<file path="config.mk">
export PLATFORM = sky130hd
export DESIGN_NAME = registro_solicitudes
export DESIGN_NICKNAME = d
export VERILOG_FILES = /design/src/rtl/registro_solicitudes.sv
export SDC_FILE = /design/constraint.sdc
export NUM_CORES = 1
export LEC_CHECK = 0
export ABC_AREA = 0
export CAP_MARGIN = 20
export CORE_MARGIN = 2
export CORE_UTILIZATION = 30
export CTS_BUF_LIST = sky130_fd_sc_hd__clkbuf_8
export DETAILED_ROUTE_END_ITERATION = 12
export PLACE_DENSITY = 0.64
export SYNTH_ARGS = -nofsm -noshare
export SYNTH_HDL_FRONTEND = slang
export SYNTH_SLANG_ARGS = --single-unit
</file>
<file path="constraint.sdc">
create_clock -name clk -period 1.13 [get_ports clk]
set_input_delay 0.1695 -clock clk [delete_from_list [all_inputs] [get_ports clk]]
set_output_delay 0.1695 -clock clk [all_outputs]
set_load 0.1 [all_outputs]
</file>
<file path="src/rtl/registro_solicitudes.sv">
// Call-button request register: debounces cabin/hall buttons per floor, latches accepted
// presses until cleared, and summarises pending requests against the current floor.
module registro_solicitudes #(
  parameter int N_FLOORS = 4,
  parameter int FLOOR_W  = 2,
  parameter int DEBOUNCE = 3
) (
  input  logic                clk,
  input  logic                rst_n,
  input  logic [N_FLOORS-1:0] btn_cab,
  input  logic [N_FLOORS-1:0] btn_up,
  input  logic [N_FLOORS-1:0] btn_dn,
  input  logic [FLOOR_W-1:0]  floor,
  input  logic [N_FLOORS-1:0] clr_cab,
  input  logic [N_FLOORS-1:0] clr_up,
  input  logic [N_FLOORS-1:0] clr_dn,
  output logic [N_FLOORS-1:0] req_cab,
  output logic [N_FLOORS-1:0] req_up,
  output logic [N_FLOORS-1:0] req_dn,
  output logic                any_above,
  output logic                any_below,
  output logic                any_here,
  output logic                any_req
);

  localparam int NB    = 3 * N_FLOORS;
  localparam int CNT_W = (DEBOUNCE < 1) ? 1 : $clog2(DEBOUNCE + 1);
  localparam logic [CNT_W-1:0] CNT_MAX = CNT_W'(DEBOUNCE);
  localparam logic [CNT_W-1:0] CNT_ARM = CNT_W'(DEBOUNCE - 1);

  logic [NB-1:0]    btn_all, clr_all, valid_mask, acc;
  logic [NB-1:0]    req_q, req_d;
  logic [CNT_W-1:0] cnt_q [NB];
  logic [CNT_W-1:0] cnt_d [NB];
  logic [N_FLOORS-1:0] pend;

  // Bit layout: [N-1:0] cabin, [2N-1:N] hall-up, [3N-1:2N] hall-down.
  assign btn_all = {btn_dn, btn_up, btn_cab};
  assign clr_all = {clr_dn, clr_up, clr_cab};

  // Top-floor hall-up and ground-floor hall-down do not exist.
  always_comb begin
    valid_mask                 = '1;
    valid_mask[2*N_FLOORS-1]   = 1'b0;
    valid_mask[2*N_FLOORS]     = 1'b0;
  end

  always_comb begin
    acc = '0;
    for (int i = 0; i < NB; i++) begin
      cnt_d[i] = '0;
      if (btn_all[i]) begin
        acc[i]   = (cnt_q[i] == CNT_ARM);
        cnt_d[i] = (cnt_q[i] == CNT_MAX) ? CNT_MAX : cnt_q[i] + CNT_W'(1);
      end
    end
  end

  // A clear on the same edge as an accept wins: the press is absorbed by the stop.
  assign req_d = (req_q | acc) & ~clr_all & valid_mask;

  always_ff @(posedge clk) begin
    if (!rst_n) begin
      for (int i = 0; i < NB; i++) cnt_q[i] <= '0;
      req_q <= '0;
    end else begin
      for (int i = 0; i < NB; i++) cnt_q[i] <= cnt_d[i];
      req_q <= req_d;
    end
  end

  assign req_cab = req_q[N_FLOORS-1:0];
  assign req_up  = req_q[2*N_FLOORS-1:N_FLOORS];
  assign req_dn  = req_q[3*N_FLOORS-1:2*N_FLOORS];
  assign pend    = req_cab | req_up | req_dn;
  assign any_req = |pend;

  // An out-of-range floor naturally yields here=0, above=0, below=any_req.
  always_comb begin
    any_above = 1'b0;
    any_below = 1'b0;
    any_here  = 1'b0;
    for (int i = 0; i < N_FLOORS; i++) begin
      if (pend[i]) begin
        if (i > int'(floor))  any_above = 1'b1;
        if (i < int'(floor))  any_below = 1'b1;
        if (i == int'(floor)) any_here  = 1'b1;
      end
    end
  end

endmodule

</file>
# Word level (Yosys, flattened, before mapping)
# Memory sizes are Yosys's and may differ from the RTL's.
# Cells that the tools add are included.
[classes] add_sub_neg=12 order_cmp=6 n_eq_ne=27 mux=70 bitwise_logic=17 n_reduce_logical=2
[ops] operator="2-bit 2-to-1 mux" count=36
[ops] operator="2-bit equality test, second input constant" count=24
[ops] operator="1-bit 2-to-1 mux" count=34
[ops] operator="2-bit by 1-bit adder with 2-bit output, second input constant" count=12
[ops] operator="12-bit bitwise AND" count=1
[ops] operator="12-bit NOT" count=1
[ops] operator="1-bit OR" count=12
[ops] operator="12-bit OR" count=1
[ops] operator="4-bit OR" count=2
[ops] operator="2-bit equality test, first input constant" count=2
[ops] operator="2-bit greater-than comparator, first input constant" count=2
[ops] operator="1-bit by 2-bit < comparator with 1-bit output, first input constant" count=2
[ops] operator="4-bit OR reduction" count=1
[ops] operator="1-bit by 2-bit equality test with 1-bit output, first input constant" count=1
[ops] operator="1-bit by 2-bit greater-than comparator with 1-bit output, first input constant" count=1
[ops] operator="2-bit logical NOT" count=1
[ops] operator="2-bit < comparator, first input constant" count=1
[totals] regBits=12 mem_bits_rw=24 inputBits=28 out_inout_bits=16 elab_cells=137 mem_count=1
[memory_table] memory="cnt_q" words=12 width=2 read_ports=12 rd_clocked_by_memory_dff=0 write_ports=12 line_no="33" source="logic [CNT_W-1:0] cnt_q [NB];"

# Logic depth before layout (Yosys ltp)
# Gate-level depths: netlist (run 1).
[logic_depth] ltp_word=9 depth_mapped=3 ltp_nobuf=3

# Worst setup path after synthesis (run 1)
# Ideal clock, no wire load.
[synth_timing] path_type="register to output" startpoint="register req_q[9]" endpoint="output any_above" arrival_time_ns=2.789 required_ns=0.961 setup_slack_ns=-1.829 path_stages_with_launch=4 path_buffers=0 path_cell_list="dfxtp_1 > nor3_4 > o21a_1 > o22ai_1"
[synth_between] elab_chain_len=6
[synth_lines] element="from (decl)" line_no="32" source="logic [NB-1:0] req_q, req_d;"
[synth_lines] element="from (signal assigned)" line_no="68" source="req_q <= req_d;"
[synth_lines] element="4-bit OR *" line_no="75" source="assign pend = req_cab | req_up | req_dn;"
[synth_lines] element="1-bit 2-to-1 mux *" line_no="84" source="if (pend[i]) begin"
[synth_lines] element="1-bit 2-to-1 mux" line_no="85" source="if (i > int'(floor)) any_above = 1'b1;"
[synth_lines] element="1-bit 2-to-1 mux *" line_no="84"
[synth_lines] element="1-bit 2-to-1 mux" line_no="85"
[synth_lines] element="1-bit 2-to-1 mux *" line_no="84"
[synth_lines] element="to (decl)" line_no="20" source="output logic any_above,"
# Every way passes the cells marked *; elsewhere a longest branch is shown, timed or not.

# Worst setup path after layout (run 1)
[layout_timing] startpoint="register req_q[10]" endpoint="output any_below"
[layout_between] elab_chain_len=2
[layout_lines] element="4-bit OR" line_no="75"
[layout_lines] element="1-bit 2-to-1 mux" line_no="84"
[layout_lines] element="to (decl)" line_no="21" source="output logic any_below,"
# Every way passes these cells.

==> results.py, run 1 <==
metrics = {
    "outcome": {
        "status": "complete, but fails checks",
        "failed_checks": "negative setup slack",
    },
    "detailed_routing": {
        "remaining_drcs": 0,
        "drt_pre_antenna_iters": 4,
        "drt-total-wl_mm": 2.87,
        "dr_total_vias": 1028,
        "avgRoutedWirePerCell_um": 12.6,
        "postRouteAntennaNets": 0,
        "vias_per_cell": 4.51,
        "drt-initial-drc-count": 17,
    },
    "cells_and_area": {
        "sequential_cell_area_in_the_final_layout_um2": 638,
        "instances_no_fill": 228,
        "layout.filler_cells": 294,
        "fin_nets": 209,
        "utilization_pct": 59.3,
        "multiInputGateArea_um2": 472,
        "area_growth_pct": 85.8,
        "share_of_final_layout_standard_cells_stronger_than_drive_strength_1_pct": 34.1,
        "insertedDiodeCount": 0,
        "layout.cell_area.non_filler_um2": 2020,
    },
    "min_path": {
        "hold_path_startpoint": "clr_dn[1]",
        "min_path_type": "in2reg",
    },
    "clocking": {
        "cts_hold_repair.buffers": 0,
        "path_clk_slew_ns": 0.06,
        "clk-insertion-delay-late_ns": 0.28,
        "cts_tree": "built",
        "cts_root_buf": "sky130_fd_sc_hd__clkbuf_8",
        "clock_tree.htree_level_count": 2,
        "cts_inserted_buffers": 5,
        "tritoncts_num_sinks": 30,
        "ctsLongestPathBuffers": 2,
    },
    "placed_design": {
        "place.gp.congestion": 0.692,
        "portBuffers": 37,
        "place.detailed.instances": 218,
        "preCtsSetupSlack_ns": -0.447,
        "post-dp-hpwl_mm": 2.11,
        "placed_cell_area_um2": 1880,
    },
    "yosys": {
        "synthesized_flop_and_latch_total": 30,
        "most_instantiated_library_cell_after_synthesis": "sky130_fd_sc_hd__dfxtp_1",
        "synth_seq_area_share_pct": 55.1,
        "post_synth_main_area_contributors": "sky130_fd_sc_hd__dfxtp_1 (55%), sky130_fd_sc_hd__a21oi_1 (9.2%), sky130_fd_sc_hd__inv_1 (6.9%), sky130_fd_sc_hd__nor3b_1 (6.9%), sky130_fd_sc_hd__a31oi_1 (5.7%)",
        "netlist_top_cells_count": "sky130_fd_sc_hd__dfxtp_1 (30), sky130_fd_sc_hd__a21oi_1 (20), sky130_fd_sc_hd__inv_1 (20)",
        "synth-main-ff-cell": "sky130_fd_sc_hd__dfxtp_1",
        "synth-edff-count": 0,
        "synth.distinct_cells": 21,
        "ys.warnings.count": 0,
        "syn_inst": 120,
        "ys_async_sr_fraction_pct": 0,
        "synth_top_area_cell": "sky130_fd_sc_hd__dfxtp_1",
        "synth.top_cell.area_share_pct": 55.1,
        "synth.avg_cell_area_um2": 9.08,
        "syn-cell-area_um2": 1090,
    },
    "floorplan": {
        "die_height_um": 64.3,
        "fp.dieArea_um2": 4130,
        "core_region_area_um2": 3420,
        "pin_count": 44,
        "placement_rows": 21,
        "start_util_pct": 31.9,
        "fp.dieW_um": 64.3,
    },
    "sta": {
        "grt_setup_unrepaired": "yes",
        "report.final.hold_viol_count": 0,
        "fin_crit_sh_pct": 140,
        "final_period_minus_worst_setup_slack_ns": 1.58,
        "clock_skew_ns": 0.00431,
        "timing.final.max_slew_violations": 0,
        "final.setup.tns_ns": -1.64,
        "postLayoutSetupSlackWorst_ns": -0.448,
        "setup_viol": 4,
        "achievable_clock_frequency_ghz": 0.634,
    },
    "pwr": {
        "power.density_nw_per_um2": 1160,
        "worst_ir_drop_vdd_uv": 714,
        "static-leakage-power_nw": 0.814,
    },
    "setup_path": {
        "timing.critical_path.to_type": "primary output",
        "cp.required_ns": 0.96,
        "worst_r2r_startpoint": "req_q[6]",
        "setup.worst_path.start": "req_q[10]",
        "crit_arrival_ns": 1.41,
        "worstSetupStartpointType": "register",
        "setup.worst_path.class": "reg2out",
        "path_max_fanout": 3,
    },
    "global_route": {
        "number_of_global_route_vias_before_repair": 1089,
        "global_route.overflow_total": 0,
        "gr-usage-all-layers_pct": 15.5,
        "grt_max_degree": 21,
        "first_pass_grt_wire_length_mm": 4.77,
        "antenna_found_initial": 0,
    },
    "job": {
        "maxCapViolations": 0,
    },
}
final timing paths:
path / depth (start not counted) / slack (ns) / endpoint
max reg2reg: 4 / 0.20 / req_q[6]
min reg2reg: 1 / 0.42 / cnt_q[1][0]
min: 2 / 0.42 / req_q[9]
max: 4 / -0.45 / any_below
critical path, stage by stage, from the launching register on:
cell	delay, ns
sky130_fd_sc_hd__dfxtp_4	0.36
sky130_fd_sc_hd__o31ai_4	0.28
sky130_fd_sc_hd__nand2_1	0.10
sky130_fd_sc_hd__a22o_4	0.23
sky130_fd_sc_hd__buf_12	0.16
final cells by class:
cell class	instances	share of cell area [%]
clock buffer	6	4.08
timing repair buffer	57	34.1
sequential	30	31.5
multi-input combinational	67	23.3
clock inverter	2	0.433
inverter	20	3.71
tap	46	2.84
registers in the layout (all words and copies together) (netlist names):
name	count
cnt_q	20
req_q	10
power breakdown:
group | total, W | internal, W | switching [W]
clock network | 0.000868 | 0.000481 | 0.000387
logic | 0.000384 | 0.000177 | 0.000207
registers | 0.00109 | 0.00107 | 0.0000202
total | 0.00234 | 0.00173 | 0.000614
placed cells by master (no fill, tap or decap), types with 2 or more instances in the layout:
master	synthesis	routed
sky130_fd_sc_hd__o21ai_2	0	2
sky130_fd_sc_hd__buf_4	2	14
sky130_fd_sc_hd__dfxtp_4	0	10
sky130_fd_sc_hd__inv_1	20	21
sky130_fd_sc_hd__clkdlybuf4s50_1	0	22
sky130_fd_sc_hd__dfxtp_1	30	20
sky130_fd_sc_hd__buf_6	0	5
sky130_fd_sc_hd__nand2_1	12	12
sky130_fd_sc_hd__nor3b_1	10	10
sky130_fd_sc_hd__a31oi_1	10	10
sky130_fd_sc_hd__buf_12	0	15
sky130_fd_sc_hd__a21oi_1	20	20
sky130_fd_sc_hd__clkbuf_8	0	6
sky130_fd_sc_hd__conb_1	1	2
cell families (layout without fill, tap and decap cells):
family | count (synthesis) | in the layout | synth area share [%]
buffers and inverters | 24 | 85 | 9.07
other | 1 | 2 | 0.344
flip-flops | 30 | 30 | 55.1
AND/OR/NAND/NOR | 27 | 27 | 15.0
AO/OA/AOI/OAI | 38 | 38 | 20.4
routing by layer:
metal	global-route usage, %	share of wire [%]
met1	16.3	39
met2	26.6	51
met3	5.63	7.1
met4	8.78	2.3
met5	0	0
repair_timing:
action / in CTS / in global routing
resized for setup: 6 / 5
setup buffers: 1 / 1
gates cloned: 0 / 0
pin swaps: 3 / 1
setup endpoints to repair: 4 / 6
stage by stage:
stage                     hold slack, ns  total power, W
after floorplan                    0.236         0.00131
after global placement             0.412         0.00148
after detailed placement           0.418         0.00149
after CTS                          0.416         0.00236
after global routing               0.425         0.00244
final                              0.421         0.00234
No activity file was read; power rests on OpenSTA's default activity.
==> run 2, diff against run 1 <==
Settings changed: PLACE_DENSITY 0.64 to 0.66.
Clock period 1.13 ns to 1.45 ns, I/O delays scaled along.
==> run 2 against run 1 <==
Net effect:
- largest power group unchanged
- hold slack better by 0.0056 ns
- first-iteration DRC count grew 12%
- critical endpoint is now any_here
- routed wire length down 8.8%
- via count shrank 1.7%
- critical path depth stayed put
- utilization down 3.2 points
- the flow still finishes with violations (negative setup slack)
- critical path type unchanged
- count of clock-buffer cells in the layout fell by 1
- sequential cell count unchanged
==> results.py, run 2 (same netlist as run 1, synthesis figures left out) <==
metrics = {
    "outcome": {
        "status": "complete, but fails checks",
        "failed_checks": "negative setup slack",
    },
    "pwr": {
        "static-leakage-power_nw": 0.756,
        "power.density_nw_per_um2": 900,
        "worst_ir_drop_vdd_uv": 688,
    },
    "cells_and_area": {
        "largest_reg_flops": 20,
        "layout.filler_cells": 316,
        "instances_no_fill": 219,
        "multiInputGateArea_um2": 464,
        "sequential_cell_area_in_the_final_layout_um2": 638,
        "area_growth_pct": 75.7,
        "insertedDiodeCount": 0,
        "share_of_final_layout_standard_cells_stronger_than_drive_strength_1_pct": 28.9,
        "most_used_cells_in_the_layout_excluding_fill_and_tap_cells": "sky130_fd_sc_hd__inv_1 (22), sky130_fd_sc_hd__clkdlybuf4s50_1 (22), sky130_fd_sc_hd__a21oi_1 (20), sky130_fd_sc_hd__dfxtp_1 (20), sky130_fd_sc_hd__buf_12 (14)",
        "fin_nets": 201,
        "largest_reg_by_ff_count": "cnt_q",
        "reg_top3": "cnt_q (20), req_q (10)",
        "utilization_pct": 56.0,
    },
    "detailed_routing": {
        "postRouteAntennaNets": 0,
        "dr_total_vias": 1011,
        "vias_per_cell": 4.62,
        "drt_pre_antenna_iters": 4,
        "remaining_drcs": 0,
        "avgRoutedWirePerCell_um": 11.9,
        "drt-total-wl_mm": 2.61,
        "drt-initial-drc-count": 19,
    },
    "floorplan": {
        "die_height_um": 64.3,
        "core_region_area_um2": 3420,
        "placement_rows": 21,
        "start_util_pct": 31.9,
        "fp.dieArea_um2": 4130,
        "fp.dieW_um": 64.3,
        "pin_count": 44,
    },
    "global_route": {
        "number_of_global_route_vias_before_repair": 1078,
        "grt_max_degree": 21,
        "gr-usage-all-layers_pct": 13.7,
        "first_pass_grt_wire_length_mm": 4.42,
        "global_route.overflow_total": 0,
        "antenna_found_initial": 0,
    },
    "clocking": {
        "clk-insertion-delay-late_ns": 0.27,
        "cts_inserted_buffers": 5,
        "cts_root_buf": "sky130_fd_sc_hd__clkbuf_8",
        "clock_tree.htree_level_count": 2,
        "tritoncts_num_sinks": 30,
        "cts_tree": "built",
        "ctsLongestPathBuffers": 2,
        "path_clk_slew_ns": 0.06,
        "cts_hold_repair.buffers": 0,
    },
    "job": {
        "maxCapViolations": 0,
    },
    "sta": {
        "final.setup.tns_ns": -0.480,
        "fin_crit_sh_pct": 110,
        "setup_viol": 4,
        "achievable_clock_frequency_ghz": 0.625,
        "postLayoutSetupSlackWorst_ns": -0.151,
        "grt_setup_unrepaired": "yes",
        "timing.final.max_slew_violations": 0,
        "clock_skew_ns": 0.00563,
        "report.final.hold_viol_count": 0,
        "final_period_minus_worst_setup_slack_ns": 1.60,
    },
    "setup_path": {
        "slowest_stage": "sky130_fd_sc_hd__dfxtp_4",
        "path_max_fanout": 3,
        "crit_arrival_ns": 1.38,
        "critical-path-top-delay-family": "compound AO/OA/AOI/OAI gates",
        "crit_cells": 4,
        "setup.worst_path.class": "reg2out",
        "worstSetupStartpointType": "register",
        "slowest_delay_ns": 0.36,
        "timing.critical_path.to_type": "primary output",
        "r2r_cells": 3,
        "crit_chain": "o31ai_4 > o21ai_1 > o21a_4 > buf_12",
        "cp.required_ns": 1.23,
        "cp.buffers_inverters": 1,
    },
    "placed_design": {
        "preCtsSetupSlack_ns": -0.194,
        "post-dp-hpwl_mm": 2.03,
        "place.detailed.instances": 205,
        "portBuffers": 37,
        "place.gp.congestion": 0.703,
    },
    "min_path": {
        "holdPathStages": 1,
        "min_path_type": "reg2reg",
    },
}
## run 2: worst register-to-register path, stage by stage, from the launching register on
cell and delay [ns]:
sky130_fd_sc_hd__dfxtp_4 0.36, sky130_fd_sc_hd__buf_4 0.15, sky130_fd_sc_hd__a31oi_1 0.13, sky130_fd_sc_hd__nor3b_1 0.06
## run 2: repair_timing
| action | CTS | global route |
|---|---|---|
| buffers inserted | 7 | 1 |
| hold endpoints to repair | 0 | 0 |
| gates resized for setup | 4 | 1 |
| endpoints found under the setup margin | 4 | 4 |
| pin swaps | 5 | 2 |
## run 2: stage by stage
step                instance area, um2  power, W  hold slack, ns
floorplan                         1180   0.00102           0.284
detailed placement                1770   0.00115           0.420
CTS                               1910   0.00174           0.429
global placement                  1770   0.00114           0.412
global route                      1910   0.00180           0.443
finish                            1910   0.00172           0.427
## run 2: power breakdown
group	leakage, nW	total [W]	switching, W	internal [W]
logic	0.457	0.000286	0.000156	0.000130
clock network	0.0466	0.000584	0.000269	0.000315
registers	0.253	0.000854	0.0000175	0.000836
total	0.756	0.00172	0.000443	0.00128
## run 2: cell type report
type,count,area share (%)
flip-flops and latches,30,33.3
repair buffers,49,31.5
multi-input cells,67,24.2
inverters,20,3.92
clock buffers,5,3.59
well taps,46,3.01
clock inverters,2,0.392
## run 2: worst paths after layout
kind / start / end / slack (ns)
worst max-delay path: req_q[6] / any_here / -0.15
worst min-delay path: cnt_q[0][0] / cnt_q[0][0] / 0.43
worst max register to register: req_q[6] / req_q[6] / 0.64
worst min register to register: cnt_q[0][0] / cnt_q[0][0] / 0.43
## run 2: per-layer routing
metal  share of wire [%]  up-vias  track usage [%]
met2                  50       37             25.0
li1                    -      512                -
met3                 8.2        6             5.46
met1                  40      456             13.8
met4                 1.8        0             5.59
met5                   0        -                0
==> RTL edit 1, RTL diff (config.mk and constraints of run 2) <==
Register the input `btn_up` before use. The logic sees it one clock later. The other inputs are not delayed to match.
--- a/src/rtl/registro_solicitudes.sv
+++ b/src/rtl/registro_solicitudes.sv
@@ -30,2 +30,8 @@
 
+  logic [N_FLOORS-1:0] btn_up_q;
+
+  always_ff @(posedge clk) begin
+    btn_up_q <= btn_up;
+  end
+
   logic [NB-1:0]    btn_all, clr_all, valid_mask, acc;
@@ -37,3 +43,3 @@
   // Bit layout: [N-1:0] cabin, [2N-1:N] hall-up, [3N-1:2N] hall-down.
-  assign btn_all = {btn_dn, btn_up, btn_cab};
+  assign btn_all = {btn_dn, btn_up_q, btn_cab};
   assign clr_all = {clr_dn, clr_up, clr_cab};
Behaviour: not the same (Yosys sat finds a counterexample within 4 cycles, from zero or initial values and one cycle with rst_n low).
==> RTL edit 1 against run 2 <==
Power rose by 21%; worst setup slack got worse by 0.053 ns; clock power up 47%; area after synthesis is 5.5% higher; sequential cell count increased by 3; non-clock buffer count down 1; global-route usage is 0.75 points higher; the flow still finishes with violations (setup timing); design area is 5.0% higher; wire length increased by 5.2%.
==> RTL edit 1: results (changes against run 2) <==
| Metric | Value |
|---|---|
| Status | `complete, but fails checks (unchanged)` |
| Failing checks | `setup timing (unchanged)` |
| Pleak | `0.794 nW (was 0.756 nW)` |
| Vias in the first global route | `1,099 (was 1,078)` |
| Final Cell Area | `2010 sq um (was 1910 sq um)` |
| Setup Skew | `0.00561 ns (was 0.00563 ns)` |
| Hold WS | `0.373 ns (was 0.427 ns)` |
| Vias post-DR | `1,024 (was 1,011)` |
| Critical Path AT | `1.44 ns (was 1.38 ns)` |
| R2r setup slk | `0.60 ns (was 0.64 ns)` |
| Total GRT Usage | `0.145 (was 0.137)` |
| # setup viols final | `4 (unchanged)` |
| Hold Crit Class | `in -> reg (was reg -> reg)` |
| CTS buffer count | `5 (unchanged)` |
| Predominant post-synthesis flop cell | `dfxtp_1 (unchanged)` |
| DR pass1 iterations | `3 (was 4)` |
| GPL Wtd Cong | `0.711 (was 0.703)` |
| Routed WL | `2.75 mm (was 2.61 mm)` |
| Fraction of layout cells with a size suffix above 1 | `0.295 (was 0.289)` |
| Maximum vdd drop | `0.641 mV (was 0.688 mV)` |
| Worst skew pair latency | `0.28 ns` |
| First-pass GRT wire length | `4.60 mm (was 4.42 mm)` |
| First DRT Iteration DRCs | `33 (was 19)` |
| Hold-fix buffers, CTS | `0 (unchanged)` |
| Top post-synthesis cells by count | `33 x dfxtp_1, 20 x a21oi_1, 20 x inv_1, 12 x nand2_1 (was 30 x dfxtp_1, 20 x a21oi_1, 20 x inv_1, 12 x nand2_1)` |
| Crit-path slowest cell | `dfxtp_4 (unchanged)` |
| Post-route setup TNS | `-0.589 ns (was -0.480 ns)` |
| Wirelength per Cell | `12.3 um (was 11.9 um)` |
| Nets | `203 (was 201)` |
| Hold Path Depth | `1 (unchanged)` |
| Worst path max stage delay | `0.37 ns` |
| Placed insts | `210 (was 205)` |
| Synth top area cells | `dfxtp_1 57%, a21oi_1 8.7%, inv_1 6.5% (was dfxtp_1 55%, a21oi_1 9.2%, inv_1 6.9%)` |
| Seq/Total Area, Yosys | `0.575 (was 0.551)` |
| Final HPWL DP | `2.04 mm (was 2.03 mm)` |
| Worst-path fanout max | `3 (unchanged)` |
| Post-Synthesis Cells | `123 (was 120)` |
| Worst Slack Setup Final | `-0.204 ns (was -0.151 ns)` |
| Cell Area, Placed | `1830 sq um (was 1770 sq um)` |
| Biggest regs | `cnt_q x20, req_q x10, btn_up_q x3 (was cnt_q x20, req_q x10)` |
==> RTL edit 1: kinds of logic after synthesis <==
kind of cell / share of synthesized area
other: 0.00326
AOI/OAI and AO/OA: 0.194
DFF: 0.575
buffers and inverters: 0.0860
and+or+nand+nor: 0.143
==> RTL edit 1: path summary, 6_finish.rpt <==
kind,startpoint,endpoint
worst max-delay path,req_q[6],any_below
worst min-delay path,btn_up[1],btn_up_q[1]
worst max register to register,req_q[1],req_q[1]
worst min register to register,cnt_q[2][6],cnt_q[2][6]
==> RTL edit 1: what timing repair did <==
item / 4_1_cts / 5_1_grt
pin swaps: 6 / 2
resized for setup: 4 / 2
buffers inserted: 6 / 0
hold endpoints to repair: 0 / 0
endpoints found under the setup margin: 4 / 4
==> RTL edit 1: area by class of cell <==
type,instances,area (sq um)
fillers,317,1650
multi-input cells,67,468
repair buffers,48,592
well taps,48,60.1
inverters,20,75.1
flip-flops and latches,33,698
clock inverters,2,33.8
clock buffers,6,82.6
==> RTL edit 1: power by group <==
part	leakage [nW]	internal [mW]	switching, mW	total, mW
clock network	0.0626	0.552	0.309	0.861
logic	0.453	0.129	0.156	0.284
registers	0.278	0.923	0.0193	0.942
==> RTL edit 1: per-stage QoR <==
stage,util,setup slack [ns]
5_1_grt,0.549,-0.253
4_1_cts,0.548,-0.187
3_3_place_gp,0.500,-0.172
2_1_floorplan,-,-0.142
6_report,0.549,-0.204
3_5_place_dp,0.500,-0.190
==> RTL edit 1: worst register-to-register path: cells and delay by family, from the launching register on <==
kind | cells | cell delay [ns]
DFF | 1 | 0.35
AOI/OAI and AO/OA | 1 | 0.17
and+or+nand+nor | 1 | 0.08
buffers and inverters | 1 | 0.14
==> RTL edit 1: per-layer routing <==
layer / vias to the layer above / track usage / part of all wire
met4: 0 / 0.0833 / 0.019
met2: 26 / 0.256 / 0.55
met1: 477 / 0.141 / 0.36
li1: 516 / - / -
met5: - / 0 / 0
met3: 5 / 0.0579 / 0.067
==> RTL edit 2, RTL diff (config.mk and constraints of run 2) <==
Without the edit above. Set the parameter `N_FLOORS` to 2 (it was 4).
--- a/src/rtl/registro_solicitudes.sv
+++ b/src/rtl/registro_solicitudes.sv
@@ -3,3 +3,3 @@
 module registro_solicitudes #(
-  parameter int N_FLOORS = 4,
+  parameter int N_FLOORS = 2,
   parameter int FLOOR_W  = 2,
Interface: changed (9 resized); port bits go from 44 to 26. No check against the original RTL was run, so the function may have changed too.
==> RTL edit 2 against run 2 <==
Design area shrank 54%; highest routed layer unchanged; largest cell class is now buffers; worst setup slack improved by 0.22 ns; synthesized cell count decreased by 50%; sequential cell count shrank 18; critical endpoint is now any_below; power down 55%; wire length fell by 65%; fmax is 16% higher; area after synthesis fell by 57%.
==> RTL edit 2: results (changes against run 2) <==
| Metric | Value |
|---|---|
| Biggest regs | `cnt_q x8, req_q x4 (was cnt_q x20, req_q x10)` |
| Wirelength per Cell | `9.02 um (was 11.9 um)` |
| Seq/Total Area, Yosys | `0.509 (was 0.551)` |
| Reg2reg end | `req_q[5] (was req_q[6])` |
| Status | `finished, final reports clean (was complete, but fails checks)` |
| Metal3 WL | `47 um (was 215 um)` |
| Reg2Reg Depth | `2 (was 3)` |
| Clk power | `0.282 mW (was 0.584 mW)` |
| Hold WS | `0.444 ns (was 0.427 ns)` |
| Wire length on met2 | `408 um (was 1.30 mm)` |
| Pin count of the biggest net entering global routing | `9 (was 21)` |
| Met3 capacity usage during global routing | `0.0250 (was 0.0546)` |
| Nets | `102 (was 201)` |
| Vias post-DR | `436 (was 1,011)` |
| Cell Area, Placed | `836 sq um (was 1770 sq um)` |
| Final HPWL DP | `774 um (was 2.03 mm)` |
| First-pass GRT wire length | `1.60 mm (was 4.42 mm)` |
| Post-synthesis cell type count | `12 (was 21)` |
| Fraction of layout cells with a size suffix above 1 | `0.286 (was 0.289)` |
| PortBufs | `19 (was 37)` |
| Setup Skew | `0.000320 ns (was 0.00563 ns)` |
| Wire length on met1 | `426 um (was 1.06 mm)` |
| CTS HTree Levels | `1 (was 2)` |
| Critical Path AT | `1.16 ns (was 1.38 ns)` |
| Top post-synthesis cells by count | `12 x dfxtp_1, 11 x nor2_1, 9 x a21oi_1, 8 x inv_1, 5 x nand2_1 (was 30 x dfxtp_1, 20 x a21oi_1, 20 x inv_1, 12 x nand2_1)` |
| Vias in the first global route | `393 (was 1,078)` |
| Maximum vdd drop | `0.563 mV (was 0.688 mV)` |
-- RTL edit 2: cell count changes in the layout (fill, tap and decap cells not counted), moves of 6 or more --
cell,run 2,this run
nand2_1,12,5
inv_1,22,8
buf_4,11,2
buf_12,14,8
a21oi_1,20,8
dfxtp_1,20,8
nor3b_1,10,0
a31oi_1,10,0
nor2_1,0,9
dfxtp_4,10,4
clkdlybuf4s50_1,22,9
-- RTL edit 2: critical path: stages (launching register included) --
cell and delay (ns):
dfxtp_4 0.36, o21ai_0 0.29, a21oi_4 0.10, buf_12 0.18
-- RTL edit 2: metrics by stage --
stage	setup TNS (ns)	setup slack, ns
after floorplan	-0.672	-0.298
after global placement	-0.107	-0.0675
after detailed placement	-0.148	-0.0807
after CTS	0	0.0602
after global routing	0	0.0248
final	0	0.0739
-- RTL edit 2: how the worst max path moves through the flow --
| stage | start | endpoint | cells after the start |
|---|---|---|---|
| CTS | req_q[5] | any_below | 3 |
| detailed placement | floor[0] | any_here | 4 |
| floorplan | req_q[1] | any_here | 2 |
| global route | req_q[5] | any_below | 3 |
| global placement | floor[0] | any_here | 4 |
| finish | req_q[5] | any_below | 3 |
-- RTL edit 2: what timing repair did --
action / CTS / global route
gates resized for setup: 3 / 1
setup endpoints to repair: 3 / 1
pin swaps: 1 / 0
-- RTL edit 2: area by class of cell --
class	count	area [sq um]
well taps	16	20.0
clock buffers	3	41.3
flip-flops and latches	12	255
inverters	8	30.0
multi-input cells	39	240
fillers	116	608
repair buffers	22	294
-- RTL edit 2: logic make-up after synthesis --
| family | Yosys count | synth area share |
|---|---|---|
| buffers and inverters | 10 | 0.0955 |
| DFF | 12 | 0.509 |
| other | 1 | 0.00795 |
| and+or+nand+nor | 26 | 0.265 |
| AOI/OAI and AO/OA | 11 | 0.122 |
